[src/rtl/ps2_keypad_if.sv]
// ps2_keypad_if
//   Groups the PS/2 line inputs and the decoded key-event outputs of
//   ps2_keypad into one bundle.
//   slave  : the keypad front end (samples the lines, drives the events)
//   master : whatever drives the PS/2 lines and consumes the events
// Signals:
//   ps2_clk, ps2_data      raw PS/2 lines, asynchronous to the system clock
//   operation[5:0]         one-cycle pulse per new key press
//   held[5:0]              level per key, make to break
//   scan_code[7:0]         last correctly received byte
//   code_valid, frame_err  one-cycle status pulses
interface ps2_keypad_if;
    logic       ps2_clk;
    logic       ps2_data;
    logic [5:0] operation;
    logic [5:0] held;
    logic [7:0] scan_code;
    logic       code_valid;
    logic       frame_err;

    modport master (
        output ps2_clk, ps2_data,
        input  operation, held, scan_code, code_valid, frame_err
    );

    modport slave (
        input  ps2_clk, ps2_data,
        output operation, held, scan_code, code_valid, frame_err
    );
endinterface

[src/rtl/ps2_keypad.sv]
// ps2_keypad
//   PS/2 keyboard front end: synchronises and filters the raw PS/2 lines,
//   receives 11-bit device-to-host frames, tracks the E0/F0 prefixes and
//   maps six keys onto operation/held vectors.
// Ports:
//   clk   system clock, rising edge
//   rst   asynchronous active-low reset
//   bus   ps2_keypad_if.slave (lines in, decoded events out)
// Key bit order: [0] up, [1] down, [2] left, [3] right, [4] enter, [5] esc.
module ps2_keypad #(
    parameter int FILTER_LEN     = 8,
    parameter int TIMEOUT_CYCLES = 20000
) (
    input  logic          clk,
    input  logic          rst,
    ps2_keypad_if.slave   bus
);

    localparam int FW = $clog2(FILTER_LEN + 1);
    localparam int TW = $clog2(TIMEOUT_CYCLES + 1);
    localparam logic [FW-1:0] FILT_LAST = FW'(FILTER_LEN - 1);
    localparam logic [TW-1:0] TO_LAST   = TW'(TIMEOUT_CYCLES - 1);

    localparam logic [1:0] S_IDLE   = 2'd0;
    localparam logic [1:0] S_DATA   = 2'd1;
    localparam logic [1:0] S_PARITY = 2'd2;
    localparam logic [1:0] S_STOP   = 2'd3;

    // Odd parity over the data byte plus the parity bit.
    function automatic logic odd_parity_ok(input logic [7:0] d, input logic p);
        return ^{d, p};
    endfunction

    // Key lookup: returns {hit, index[2:0]}.
    function automatic logic [3:0] key_lookup(input logic [7:0] code, input logic ext);
        logic [3:0] res;
        res = 4'b0000;
        if (ext) begin
            case (code)
                8'h75:   res = 4'b1000;
                8'h72:   res = 4'b1001;
                8'h6B:   res = 4'b1010;
                8'h74:   res = 4'b1011;
                8'h5A:   res = 4'b1100;
                default: res = 4'b0000;
            endcase
        end else begin
            case (code)
                8'h1D:   res = 4'b1000;
                8'h1B:   res = 4'b1001;
                8'h1C:   res = 4'b1010;
                8'h23:   res = 4'b1011;
                8'h5A:   res = 4'b1100;
                8'h76:   res = 4'b1101;
                default: res = 4'b0000;
            endcase
        end
        return res;
    endfunction

    logic [1:0]    r_sync_clk;
    logic [1:0]    r_sync_data;
    logic          r_filt_clk;
    logic          r_filt_data;
    logic [FW-1:0] r_cnt_clk;
    logic [FW-1:0] r_cnt_data;
    logic          r_filt_clk_d;

    logic [1:0]    r_state;
    logic [2:0]    r_bit_cnt;
    logic [7:0]    r_shift;
    logic          r_parity;
    logic [TW-1:0] r_to_cnt;
    logic [7:0]    r_scan_code;
    logic          r_code_valid;
    logic          r_frame_err;

    logic          r_ext;
    logic          r_brk;
    logic [5:0]    r_held;
    logic [5:0]    r_operation;

    logic          w_strobe;
    logic [3:0]    w_lookup;
    logic [2:0]    w_key_idx;

    // Two-flop synchronisers; lines idle high.
    always_ff @(posedge clk or negedge rst) begin
        if (!rst) begin
            r_sync_clk  <= 2'b11;
            r_sync_data <= 2'b11;
        end else begin
            r_sync_clk  <= {r_sync_clk[0], bus.ps2_clk};
            r_sync_data <= {r_sync_data[0], bus.ps2_data};
        end
    end

    // Clock-line filter: flips after FILTER_LEN consecutive differing samples.
    always_ff @(posedge clk or negedge rst) begin
        if (!rst) begin
            r_filt_clk <= 1'b1;
            r_cnt_clk  <= FW'(0);
        end else if (r_sync_clk[1] == r_filt_clk) begin
            r_cnt_clk  <= FW'(0);
        end else if (r_cnt_clk == FILT_LAST) begin
            r_filt_clk <= r_sync_clk[1];
            r_cnt_clk  <= FW'(0);
        end else begin
            r_cnt_clk  <= r_cnt_clk + FW'(1);
        end
    end

    // Data-line filter, same rule as the clock line so both see equal latency.
    always_ff @(posedge clk or negedge rst) begin
        if (!rst) begin
            r_filt_data <= 1'b1;
            r_cnt_data  <= FW'(0);
        end else if (r_sync_data[1] == r_filt_data) begin
            r_cnt_data  <= FW'(0);
        end else if (r_cnt_data == FILT_LAST) begin
            r_filt_data <= r_sync_data[1];
            r_cnt_data  <= FW'(0);
        end else begin
            r_cnt_data  <= r_cnt_data + FW'(1);
        end
    end

    // Delayed filtered clock for falling-edge detection.
    always_ff @(posedge clk or negedge rst) begin
        if (!rst) begin
            r_filt_clk_d <= 1'b1;
        end else begin
            r_filt_clk_d <= r_filt_clk;
        end
    end

    assign w_strobe = r_filt_clk_d & ~r_filt_clk;

    // Frame receiver; a strobe takes priority over a coincident timeout.
    always_ff @(posedge clk or negedge rst) begin
        if (!rst) begin
            r_state      <= S_IDLE;
            r_bit_cnt    <= 3'd0;
            r_shift      <= 8'h00;
            r_parity     <= 1'b0;
            r_to_cnt     <= TW'(0);
            r_scan_code  <= 8'h00;
            r_code_valid <= 1'b0;
            r_frame_err  <= 1'b0;
        end else begin
            r_code_valid <= 1'b0;
            r_frame_err  <= 1'b0;
            if (w_strobe) begin
                r_to_cnt <= TW'(0);
                case (r_state)
                    S_IDLE: begin
                        if (!r_filt_data) begin
                            r_state   <= S_DATA;
                            r_bit_cnt <= 3'd0;
                        end else begin
                            r_state   <= S_IDLE;
                        end
                    end
                    S_DATA: begin
                        r_shift   <= {r_filt_data, r_shift[7:1]};
                        r_bit_cnt <= r_bit_cnt + 3'd1;
                        if (r_bit_cnt == 3'd7) begin
                            r_state <= S_PARITY;
                        end else begin
                            r_state <= S_DATA;
                        end
                    end
                    S_PARITY: begin
                        r_parity <= r_filt_data;
                        r_state  <= S_STOP;
                    end
                    S_STOP: begin
                        if (r_filt_data && odd_parity_ok(r_shift, r_parity)) begin
                            r_scan_code  <= r_shift;
                            r_code_valid <= 1'b1;
                        end else begin
                            r_frame_err  <= 1'b1;
                        end
                        r_state <= S_IDLE;
                    end
                    default: begin
                        r_state <= S_IDLE;
                    end
                endcase
            end else if (r_state != S_IDLE) begin
                if (r_to_cnt == TO_LAST) begin
                    r_frame_err <= 1'b1;
                    r_state     <= S_IDLE;
                    r_to_cnt    <= TW'(0);
                    r_shift     <= 8'h00;
                    r_bit_cnt   <= 3'd0;
                end else begin
                    r_to_cnt    <= r_to_cnt + TW'(1);
                end
            end else begin
                r_to_cnt <= TW'(0);
            end
        end
    end

    assign w_lookup  = key_lookup(r_scan_code, r_ext);
    assign w_key_idx = w_lookup[2:0];

    // Prefix tracking and key decode, one cycle behind code_valid.
    always_ff @(posedge clk or negedge rst) begin
        if (!rst) begin
            r_ext       <= 1'b0;
            r_brk       <= 1'b0;
            r_held      <= 6'b000000;
            r_operation <= 6'b000000;
        end else begin
            r_operation <= 6'b000000;
            if (r_frame_err) begin
                r_ext <= 1'b0;
                r_brk <= 1'b0;
            end else if (r_code_valid) begin
                if (r_scan_code == 8'hE0) begin
                    r_ext <= 1'b1;
                end else if (r_scan_code == 8'hF0) begin
                    r_brk <= 1'b1;
                end else begin
                    r_ext <= 1'b0;
                    r_brk <= 1'b0;
                    if (w_lookup[3]) begin
                        if (!r_brk) begin
                            r_held[w_key_idx] <= 1'b1;
                            // Typematic repeats of a held key do not pulse.
                            if (!r_held[w_key_idx]) begin
                                r_operation[w_key_idx] <= 1'b1;
                            end else begin
                                r_operation[w_key_idx] <= 1'b0;
                            end
                        end else begin
                            r_held[w_key_idx] <= 1'b0;
                        end
                    end else begin
                        r_held <= r_held;
                    end
                end
            end else begin
                r_ext <= r_ext;
                r_brk <= r_brk;
            end
        end
    end

    assign bus.operation  = r_operation;
    assign bus.held       = r_held;
    assign bus.scan_code  = r_scan_code;
    assign bus.code_valid = r_code_valid;
    assign bus.frame_err  = r_frame_err;

endmodule

[src/flat_wrapper.sv]
// flat-port wrapper written by rule: the top's interface ports become plain ports
module ps2_keypad_flat 
#(
    parameter int FILTER_LEN     = 8,
    parameter int TIMEOUT_CYCLES = 20000
)
  (clk, rst, bus_ps2_clk, bus_ps2_data, bus_operation, bus_held, bus_scan_code, bus_code_valid, bus_frame_err);
  ps2_keypad_if bus_i ();
  input  logic clk;
  input  logic rst;
  input wire logic [$bits(bus_i.ps2_clk)-1:0] bus_ps2_clk;
  input wire logic [$bits(bus_i.ps2_data)-1:0] bus_ps2_data;
  output wire logic [$bits(bus_i.operation)-1:0] bus_operation;
  output wire logic [$bits(bus_i.held)-1:0] bus_held;
  output wire logic [$bits(bus_i.scan_code)-1:0] bus_scan_code;
  output wire logic [$bits(bus_i.code_valid)-1:0] bus_code_valid;
  output wire logic [$bits(bus_i.frame_err)-1:0] bus_frame_err;
  assign bus_i.ps2_clk = bus_ps2_clk;
  assign bus_i.ps2_data = bus_ps2_data;
  assign bus_operation = bus_i.operation;
  assign bus_held = bus_i.held;
  assign bus_scan_code = bus_i.scan_code;
  assign bus_code_valid = bus_i.code_valid;
  assign bus_frame_err = bus_i.frame_err;
  ps2_keypad #(.FILTER_LEN(FILTER_LEN), .TIMEOUT_CYCLES(TIMEOUT_CYCLES)) u_core (.clk(clk), .rst(rst), .bus(bus_i));
endmodule
[config.mk]
export PLATFORM = sky130hd
export DESIGN_NAME = ps2_keypad_flat
export DESIGN_NICKNAME = d
export VERILOG_FILES = /design/src/rtl/ps2_keypad_if.sv /design/src/rtl/ps2_keypad.sv /design/src/flat_wrapper.sv
export SDC_FILE = /design/constraint.sdc
export NUM_CORES = 1
export LEC_CHECK = 0
export BUFFER_PORTS_ARGS = -buffer_cell sky130_fd_sc_hd__buf_2
export CAP_MARGIN = 30
export CORE_ASPECT_RATIO = 0.9
export CORE_MARGIN = 2
export CORE_UTILIZATION = 40
export DETAILED_ROUTE_END_ITERATION = 12
export REMOVE_ABC_BUFFERS = 1
export SLEW_MARGIN = 20
export SYNTH_ARGS = -nofsm -noshare
export SYNTH_HDL_FRONTEND = slang
export SYNTH_SLANG_ARGS = --single-unit
[constraint.sdc]
create_clock -name clk -period 4.3 [get_ports clk]
set_input_delay 0.86 -clock clk [delete_from_list [all_inputs] [get_ports clk]]
set_output_delay 0.86 -clock clk [all_outputs]
set_load 0.01 [all_outputs]
== Word level (Yosys, flattened, before mapping) ==
Index checks and enable logic that the tools add are counted.
Word-level totals
  bits in registers: 68
  bits in latches: 0
  bits in writable memories: 0
  ROM bits: 0
  input bits: 4
  output and inout bits: 22
  memories: 0
Cells by class
  add/sub/neg operators: 4
  $mul: 0
  divide/modulo/power cells: 0
  magnitude comparators: 2
  equality and inequality tests: 26
  shift operators: 0
  muxes and demuxes: 53
  bitwise operators: 10
  reductions and logical operators: 18
Operator list (number)
  8-bit by 7-bit equality test with 1-bit output (second input constant): 6
  6-bit two-way mux: 8
  15-bit two-way mux: 3
  8-bit two-way mux: 4
  8-bit by 5-bit equality test with 1-bit output (second input constant): 3
  4-bit case mux with 6 select lines: 1
  4-bit two-way mux: 5
  4-bit case mux with 5 select lines: 1
  1-bit two-way mux: 19
  8-bit equality test (second input constant): 2
  15-bit by 1-bit adder with 15-bit output (second input constant): 1
  15-bit equality test (second input constant): 1
  3-bit two-way mux: 4
  2-bit AND reduction: 6
  9-bit parity: 1
  4-bit by 1-bit adder with 4-bit output (second input constant): 2
  4-bit by 3-bit equality test with 1-bit output (second input constant): 2
  8-bit by 6-bit equality test with 1-bit output (second input constant): 1
  2-bit two-way mux: 4
  2-bit case mux with 4 select lines: 1
  2-bit nonzero test: 4
  6-bit bitwise AND: 1
  3-bit inequality test (second input constant): 2
  1-bit NOT: 6
  21 further kinds: 25

== Longest topological paths before layout ==
Gate-level depths: netlist of the first run.
  word-level depth: 14
  mapped depth: 8

== Worst setup path before layout of the first run ==
No wires, ideal clock.
  kind: flip-flop to flip-flop
  start point: register u_core.r_scan_code[4], in the netlist u_core.bus.scan_code[4]
  end point: register u_core.r_operation[0], in the netlist u_core.bus.operation[0]
  library setup time: 0.096 ns
  arrival: 2.128 ns
  required time: 4.204 ns
  path slack: 2.076 ns
  cell stages (with the launch flop): 8
  buffers on the path: 1
  period minus slack after synthesis: 2.224 ns
  cell sequence: dfrtp_1 -> buf_4 -> or3b_4 -> a2111oi_4 -> o311a_2 -> o41ai_2 -> or2_4 -> nor4b_2
On the way
  word-level cells in the longest chain between the ends: 14
Ends and longest elaborated chain
  start: declaration: RTL line ps2_keypad.sv:74  | logic [7:0] r_scan_code;
  start signal: assignment: RTL line ps2_keypad.sv:179  | r_scan_code <= r_shift;
  8-bit by 7-bit equality test with 1-bit output, or another cell as far along: RTL line ps2_keypad.sv:48  | case (code)
  4-bit case mux with 6 select lines or 4-bit case mux with 5 select lines (tied branches): RTL line ps2_keypad.sv:48, ps2_keypad.sv:39
  4-bit two-way mux: RTL line ps2_keypad.sv:38  | if (ext) begin
  3-bit by 4-bit less-than comparator with 1-bit output (not written as such) or 3-bit by 1-bit greater-or-equal comparator with 1-bit output (tied branches): RTL line ps2_keypad.sv:234  | r_operation[w_key_idx] <= 1'b1;
  1-bit logical AND (not written as such): RTL line ps2_keypad.sv:234
  1-bit two-way mux (not written as such): RTL line ps2_keypad.sv:234
  1-bit demux with 3-bit select
  6-bit two-way mux: RTL line ps2_keypad.sv:233  | if (!r_held[w_key_idx]) begin
  6-bit two-way mux: RTL line ps2_keypad.sv:230  | if (!r_brk) begin
  6-bit two-way mux: RTL line ps2_keypad.sv:229  | if (w_lookup[3]) begin
  6-bit two-way mux: RTL line ps2_keypad.sv:224  | end else if (r_scan_code == 8'hF0) begin
  6-bit two-way mux *: RTL line ps2_keypad.sv:222  | if (r_scan_code == 8'hE0) begin
  6-bit two-way mux *: RTL line ps2_keypad.sv:221  | end else if (r_code_valid) begin
  6-bit two-way mux *: RTL line ps2_keypad.sv:218  | if (r_frame_err) begin
  end signal: assignment: RTL line ps2_keypad.sv:215  | r_operation <= 6'b000000;
  end signal: assignment: RTL line ps2_keypad.sv:217  | r_operation <= 6'b000000;
  end signal: indexed assignment: RTL line ps2_keypad.sv:234
  end: declaration: RTL line ps2_keypad.sv:81  | logic [5:0] r_operation;
Mark *: on every way between the ends. The rest lies on a longest branch, timed or not. The select of a mux whose other input is x is not followed.
A chain may end at the register's enable or synchronous reset.

== Worst setup path in the final report of the first run ==
  start point: register u_core.r_shift[3]
  end point: register u_core.r_scan_code[2], in the netlist u_core.bus.scan_code[2]
On the way
  word-level cells in the longest chain between the ends: 3
Ends and longest elaborated chain
  start: declaration: RTL line ps2_keypad.sv:71  | logic [7:0] r_shift;
  start signal: assignment: RTL line ps2_keypad.sv:165  | r_shift <= {r_filt_data, r_shift[7:1]};
  9-bit parity: RTL line ps2_keypad.sv:31  | return ^{d, p};
  1-bit logical AND: RTL line ps2_keypad.sv:178  | if (r_filt_data && odd_parity_ok(r_shift, r_parity)) begin
  3-bit AND reduction (no source line)
No other way between the ends.

==> reports/metrics.yaml, run 1 <==
sta:
  grt_setup_unrepaired: "no"
  clock_skew_ps: 11.57
  setup_slack_ps: 1934
  hold_viol_final: 0
  worstMarginPinSlew_ps: 845.0
  whs_ps: 356.9
  finalWorstPathRequiredPeriod_ps: 2366
  fin_tns_setup_ps: 0
  layout_worst_path_cycle_share: 0.5503
  maxSlewViolCount: 0
  slew_headroom: 0.4305
  fmax_mhz: 422.6
  finalSetupViolCount: 0
global_route:
  grt_pass1_wl_um: 10230
  grt_overflow: 0
  track_usage: 0.1470
  grt_max_degree: 49
  antenna_found_initial: 0
  grt_pass1_vias: 2152
clock_tree:
  cts_root_buf: "clkbuf_8"
  cts_resized: 0
  postCtsHoldBufs: 0
  cts_tree: "yes"
  clock-sinks: 68
  clk_pin_slew_ps: 70
  cts_buffers: 9
  clk_latency_ps: 340
  cts_buffer_depth: 2
  htreeDepth: 3
  cts_setup_buffers: 0
synthesis:
  synth-edff-count: 0
  synthCells: 297
  synth_top_area_cell: "dfrtp_1"
  synth_area_um2: 3211
  synth_seq_area_share: 0.5327
  synthFlopType: "dfrtp_1"
  synth_area_leaders: "dfrtp_1, dfstp_2, nor2_1"
  synth_top_area_frac: 0.4754
  synth_warnings: 0
  synth_seq_cells: 68
  yosysUniqueCellTypes: 54
  async_flop_share: 1.000
  syn_area_per_cell_um2: 10.81
route:
  via_per_inst: 5.223
  wl_met2_um: 2443
  wl_met3_um: 305
  wl_met1_um: 2819
  vias: 2246
  firstDrtPassIters: 4
  wire_per_inst_um: 13.12
  ant_nets: 0
  first_iter_violations: 145
  finalWirelength_um: 5642
  dr.max_layer_used: "met4"
  drc_errors: 0
power_and_ir_drop:
  power_mw: 1.483
  total_leakage_power_nw: 1.639
  power-per-cell-area_nw_per_um2: 406.5
  ir_drop_v: 0.0003085
floorplan:
  die_y_um: 88.99
  rows: 30
  initial_core_util: 0.4193
  core-area_um2: 7657
  io-pin-count: 26
  die_w_um: 98.44
  die_area_um2: 8760
hold_path:
  hp-class: "flop to flop"
  hold-path-cell-count: 0
setup_path:
  worst_setup_path_end_kind: "flop"
  critPathKind: "flop to flop"
  start_kind: "flop"
  cp_data_required_time_ps: 4530
  reg2regPathDepth: 6
  crit_fanout: 9
  cp.arrival_ps: 2600
final_layout:
  fill_cells: 731
  seqCellArea_um2: 1710
  insertedDiodeCount: 0
  area_growth_pct: 13.60
  multi_input_area_um2: 1406
  drive_above_1_share: 0.2036
  finish.utilization: 0.4763
  nNetsFinal: 338
place:
  globalplace.congestion: 0.8057
  io_buffers: 25
  place_hpwl_um: 3957
  pre_cts_ws_ps: 1929
run_status:
  status: "completed"
flow_run:
  cap_violations: 0
cell usage after synthesis (all sizes together) (2+ instances only):
cell type and count:
and3 4, dfrtp 61, ha 5, or3b 2
dfstp 7, xnor2 12, or2 2, a21oi 6
nor4 6, inv 18, nand4 4, o21bai 2
mux2 7, xor2 10, o21ai 19, nand2 17
nor4bb 2, nand4b 2, nor2b 3, nand3b 2
o31ai 3, mux2i 6, nand2b 2, nor3 10
and2 3, nor2 32, nor4b 2, a22oi 2
nand3 17, clkbuf 5, o41ai 3, a22o 2
nor3b 3
cells in the final DEF (no fill, tap or decap), drive strengths merged, types with 4 or more instances in the layout:
master / Yosys / routed
nor2: 32 / 32
dfrtp: 61 / 61
buf: 1 / 27
a21oi: 6 / 6
ha: 5 / 5
nor3: 10 / 10
o21ai: 19 / 19
xnor2: 12 / 12
clkbuf: 5 / 12
nor4: 6 / 6
inv: 18 / 18
mux2i: 6 / 6
nand3: 17 / 17
and3: 4 / 4
xor2: 10 / 10
mux2: 7 / 7
dfstp: 7 / 7
nand2: 17 / 17
nand4: 4 / 4
power by group:
group          internal [mW]  switching [mW]
combinational         0.0764           0.121
clock                  0.298           0.231
sequential             0.706          0.0503
through the flow:
stage	instance area [um2]	instances
after detailed placement	3445	414
after CTS	3647	430
after global routing	3647	430
after global placement	3445	414
after floorplan	3184	291
final	3647	430
worst paths after layout:
| kind | start | to | slack [ps] |
|---|---|---|---|
| setup / recovery | u_core.r_shift[3] | u_core.bus.scan_code[2] | 1930 |
| hold / removal | u_core.r_sync_clk[0] | u_core.r_sync_clk[1] | 360 |
| setup reg to reg | u_core.r_shift[3] | u_core.bus.scan_code[2] | 1930 |
| hold reg to reg | u_core.r_sync_clk[0] | u_core.r_sync_clk[1] | 360 |
| max in group asynchronous | rst | u_core.r_shift[6] | 2860 |
| min in group asynchronous | rst | asynchronous set/reset pin | 470 |
critical path, cell delays in order (launching register included):
cell and delay, ps:
dfrtp_1 440, xnor2_1 180, xnor3_1 440, xnor2_1 180, and3_1 200, nand3_1 400, mux2_2 420
kinds of logic (layout without fill, tap and decap cells):
logic type	count (synthesis)	in the layout	share of synthesized area
fa+ha+maj	5	5	0.01949
simple gates	119	119	0.2069
buf+inv	24	61	0.02923
xor+xnor	23	23	0.06703
compound gates	45	45	0.1013
flops	68	68	0.5327
mux	13	13	0.04326
final cells by class:
cell class	instances	area share
Timing Repair Buffer	27	0.03842
Clock inverter	4	0.01304
Multi-Input combinational cell	205	0.3856
Tap cell	96	0.03293
Sequential cell	68	0.4690
Clock buffer	12	0.04254
Inverter	18	0.01852
state kept, by name, summed over array words and instances (netlist names), named ones only:
signal                 cells
u_core.r_to_cnt           15
u_core.r_shift             8
u_core.r_filt_clk          1
u_core.bus.code_valid      1
u_core.bus.frame_err       1
u_core.r_cnt_clk           4
u_core.r_parity            1
u_core.r_sync_clk          2
u_core.r_brk               1
u_core.bus.operation       6
u_core.r_filt_data         1
u_core.bus.scan_code       8
u_core.r_cnt_data          4
u_core.r_state             2
u_core.r_bit_cnt           3
u_core.r_filt_clk_d        1
u_core.r_sync_data         2
u_core.r_ext               1
metal layers:
metal	GRT usage	up-vias
met1	0.1926	1058
li1	-	1125
met5	0	-
met4	0.05978	0
met2	0.2319	57
met3	0.04378	6
(Power assumes the default switching activity.)
==> inputs of run 2 (changes only) <==
- clock period: 4.3 -> 2.3 ns (I/O delays scaled with it)
==> run 2 against run 1 <==
Compared with the run above:
- die area is the same
- fmax rose by 7.0%
- non-clock buffer count up 16
- design area up 4.2%
- combinational power up 93%
- critical path type unchanged
==> reports/metrics.yaml, run 2 (same netlist as run 1, synthesis figures left out) <==
setup_path:
  reg2reg_from: "u_core.bus.scan_code[5]"
  reg2regPathDepth: 8  # +2
  cpPeakStageDelay_ps: 450  # about the same
  rr_endpoint: "u_core.bus.operation[0]"
  cpMostUsedCell: "buf_4"
  worst_setup_path_end_kind: "flop"
  rrSetupSlack_ps: 90  # -1850 ps
  start_kind: "flop"
  crit_slowest_cell: "a2111oi_4"
  critPathKind: "flop to flop"
  critPathTopFamily: "compound AO/OA/AOI/OAI gates"
  cp_num_buf_inv: 2  # +2
  cp_data_required_time_ps: 2550  # -1980 ps
  cp.arrival_ps: 2470  # -130 ps
  crit_chain: "buf_4, nand3b_1, a2111oi_4, o311a_4, o41ai_2, buf_4, or2_4, nor4b_2"
  crit_fanout: 9  # unchanged
clock_tree:
  cts_tree: "yes"
  cts_root_buf: "clkbuf_8"
  cts_setup_buffers: 0  # unchanged
  cts_buffers: 9  # unchanged
  htreeDepth: 3  # unchanged
  clk_pin_slew_ps: 70  # about the same
  clk_latency_ps: 340  # about the same
  clock-sinks: 68  # unchanged
  cts_buffer_depth: 2  # unchanged
sta:
  worstMarginPinSlew_ps: 621.5  # -223.5 ps
  setup_slack_ps: 88.68  # -1845 ps
  layout_worst_path_cycle_share: 0.9614  # +0.4111
  finalSetupViolCount: 0  # unchanged
  finalWorstPathRequiredPeriod_ps: 2211  # -155.0 ps
  fmax_mhz: 452.2  # +7.0%
  fin_tns_setup_ps: 0  # unchanged
  clock_skew_ps: 9.335  # -2.234 ps
  whs_ps: 130.4  # -226.5 ps
  maxSlewViolCount: 0  # unchanged
  slew_headroom: 0.5857  # +0.1551
  grt_setup_unrepaired: "yes"
  hold_viol_final: 0  # unchanged
floorplan:
  die_w_um: 98.44  # unchanged
  core-area_um2: 7657  # unchanged
  rows: 30  # unchanged
  initial_core_util: 0.4193  # unchanged
  io-pin-count: 26  # unchanged
  die_area_um2: 8760  # unchanged
  die_y_um: 88.99  # unchanged
route:
  firstDrtPassIters: 4  # unchanged
  ant_nets: 0  # unchanged
  via_per_inst: 5.186  # -0.71%
  wire_per_inst_um: 13.77  # +4.9%
  vias: 2313  # +3.0%
  first_iter_violations: 122  # -16%
  drc_errors: 0  # unchanged
  finalWirelength_um: 6141  # +8.8%
final_layout:
  insertedDiodeCount: 0  # unchanged
  top_register: "u_core.r_to_cnt"
  fin_cells: 446  # +3.7%
  area_growth_pct: 18.39
  final_common_cell: "dfrtp_1"
  finish.utilization: 0.4964  # +0.02010
  nNetsFinal: 354  # +4.7%
  largest_reg_flops: 15  # unchanged
  final_cell_mix: "dfrtp_1, nor2_1, buf_2, o21ai_0, inv_1"
  drive_above_1_share: 0.2457  # +0.04212
  finalInstanceArea_um2: 3801  # +4.2%
flow_run:
  cap_violations: 0  # unchanged
power_and_ir_drop:
  power_mw: 2.787  # +88%
  pwr-share-clk: 0.356  # about the same
  switching_share: 0.2724  # +0.0009982
  power.internal_mw: 2.028  # +88%
  total_leakage_power_nw: 1.725  # +5.3%
  p_comb_frac: 0.137  # +0.004
  switchingPower_mw: 0.7592  # +89%
  ir_drop_v: 0.0004365  # +42%
  sequentialPowerShare: 0.507  # -0.003
  power-per-cell-area_nw_per_um2: 733.2  # +80%
global_route:
  grt_max_degree: 29  # -41%
  grt_pass1_wl_um: 10790  # +5.5%
  antenna_found_initial: 0  # unchanged
  grt_overflow: 0  # unchanged
  grt_pass1_vias: 2290  # +6.4%
  track_usage: 0.1559  # +0.008905
place:
  globalplace.congestion: 0.8549  # +6.1%
  io_buffers: 25  # unchanged
  dpl.cell_count: 430  # +3.9%
  place_area_um2: 3577  # +3.9%
  place_hpwl_um: 4358  # +10%
  pre_cts_ws_ps: 70.25  # -1858 ps
run_status:
  status: "completed"
hold_path:
  hp-class: "input port to asynchronous set/reset pin"
-- run 2: final cells by class --
class / count / area (um2)
fillers: 709 / 3856
flip-flops and latches: 68 / 1710
multi-input cells: 205 / 1428
repair buffers: 43 / 272.8
clock buffers: 12 / 155.1
well taps: 96 / 120.1
inverters: 18 / 67.56
clock inverters: 4 / 47.55
-- run 2: worst max path at each step --
stage	startpoint	end	slack, ps	depth (start not counted)
6_report	u_core.bus.scan_code[5]	u_core.bus.operation[0]	90	8
5_1_grt	u_core.bus.scan_code[5]	u_core.bus.operation[3]	-20	8
4_1_cts	u_core.bus.scan_code[3]	flop	60	7
3_5_place_dp	u_core.bus.scan_code[3]	u_core.bus.operation[0]	70	7
3_3_place_gp	u_core.bus.scan_code[3]	u_core.bus.operation[0]	120	7
2_1_floorplan	u_core.bus.scan_code[4]	u_core.bus.operation[0]	140	6
-- run 2: power by group through the flow --
stage               logic (mW)  clock network [mW]  registers [mW]
floorplan                0.276                   0            1.41
global placement         0.389                   0            1.43
detailed placement       0.391                   0            1.44
CTS                      0.393                1.04            1.41
global route             0.444                1.10            1.43
finish                   0.382               0.992            1.41
-- run 2: routing by layer --
| metal | wire [um] | vias to the layer above | share of wire | GRT usage |
|---|---|---|---|---|
| li1 | - | 1150 | - | - |
| met1 | 3043 | 1101 | 0.50 | 0.2070 |
| met2 | 2668 | 49 | 0.43 | 0.2412 |
| met3 | 321 | 13 | 0.052 | 0.05238 |
| met4 | 108 | 0 | 0.018 | 0.05729 |
| met5 | 0 | - | 0 | 0 |
-- run 2: repair_timing --
action,CTS,global route
gates resized for setup,0,3
endpoints found under the setup margin,0,8
hold endpoints to repair,0,0
hold buffers,0,0
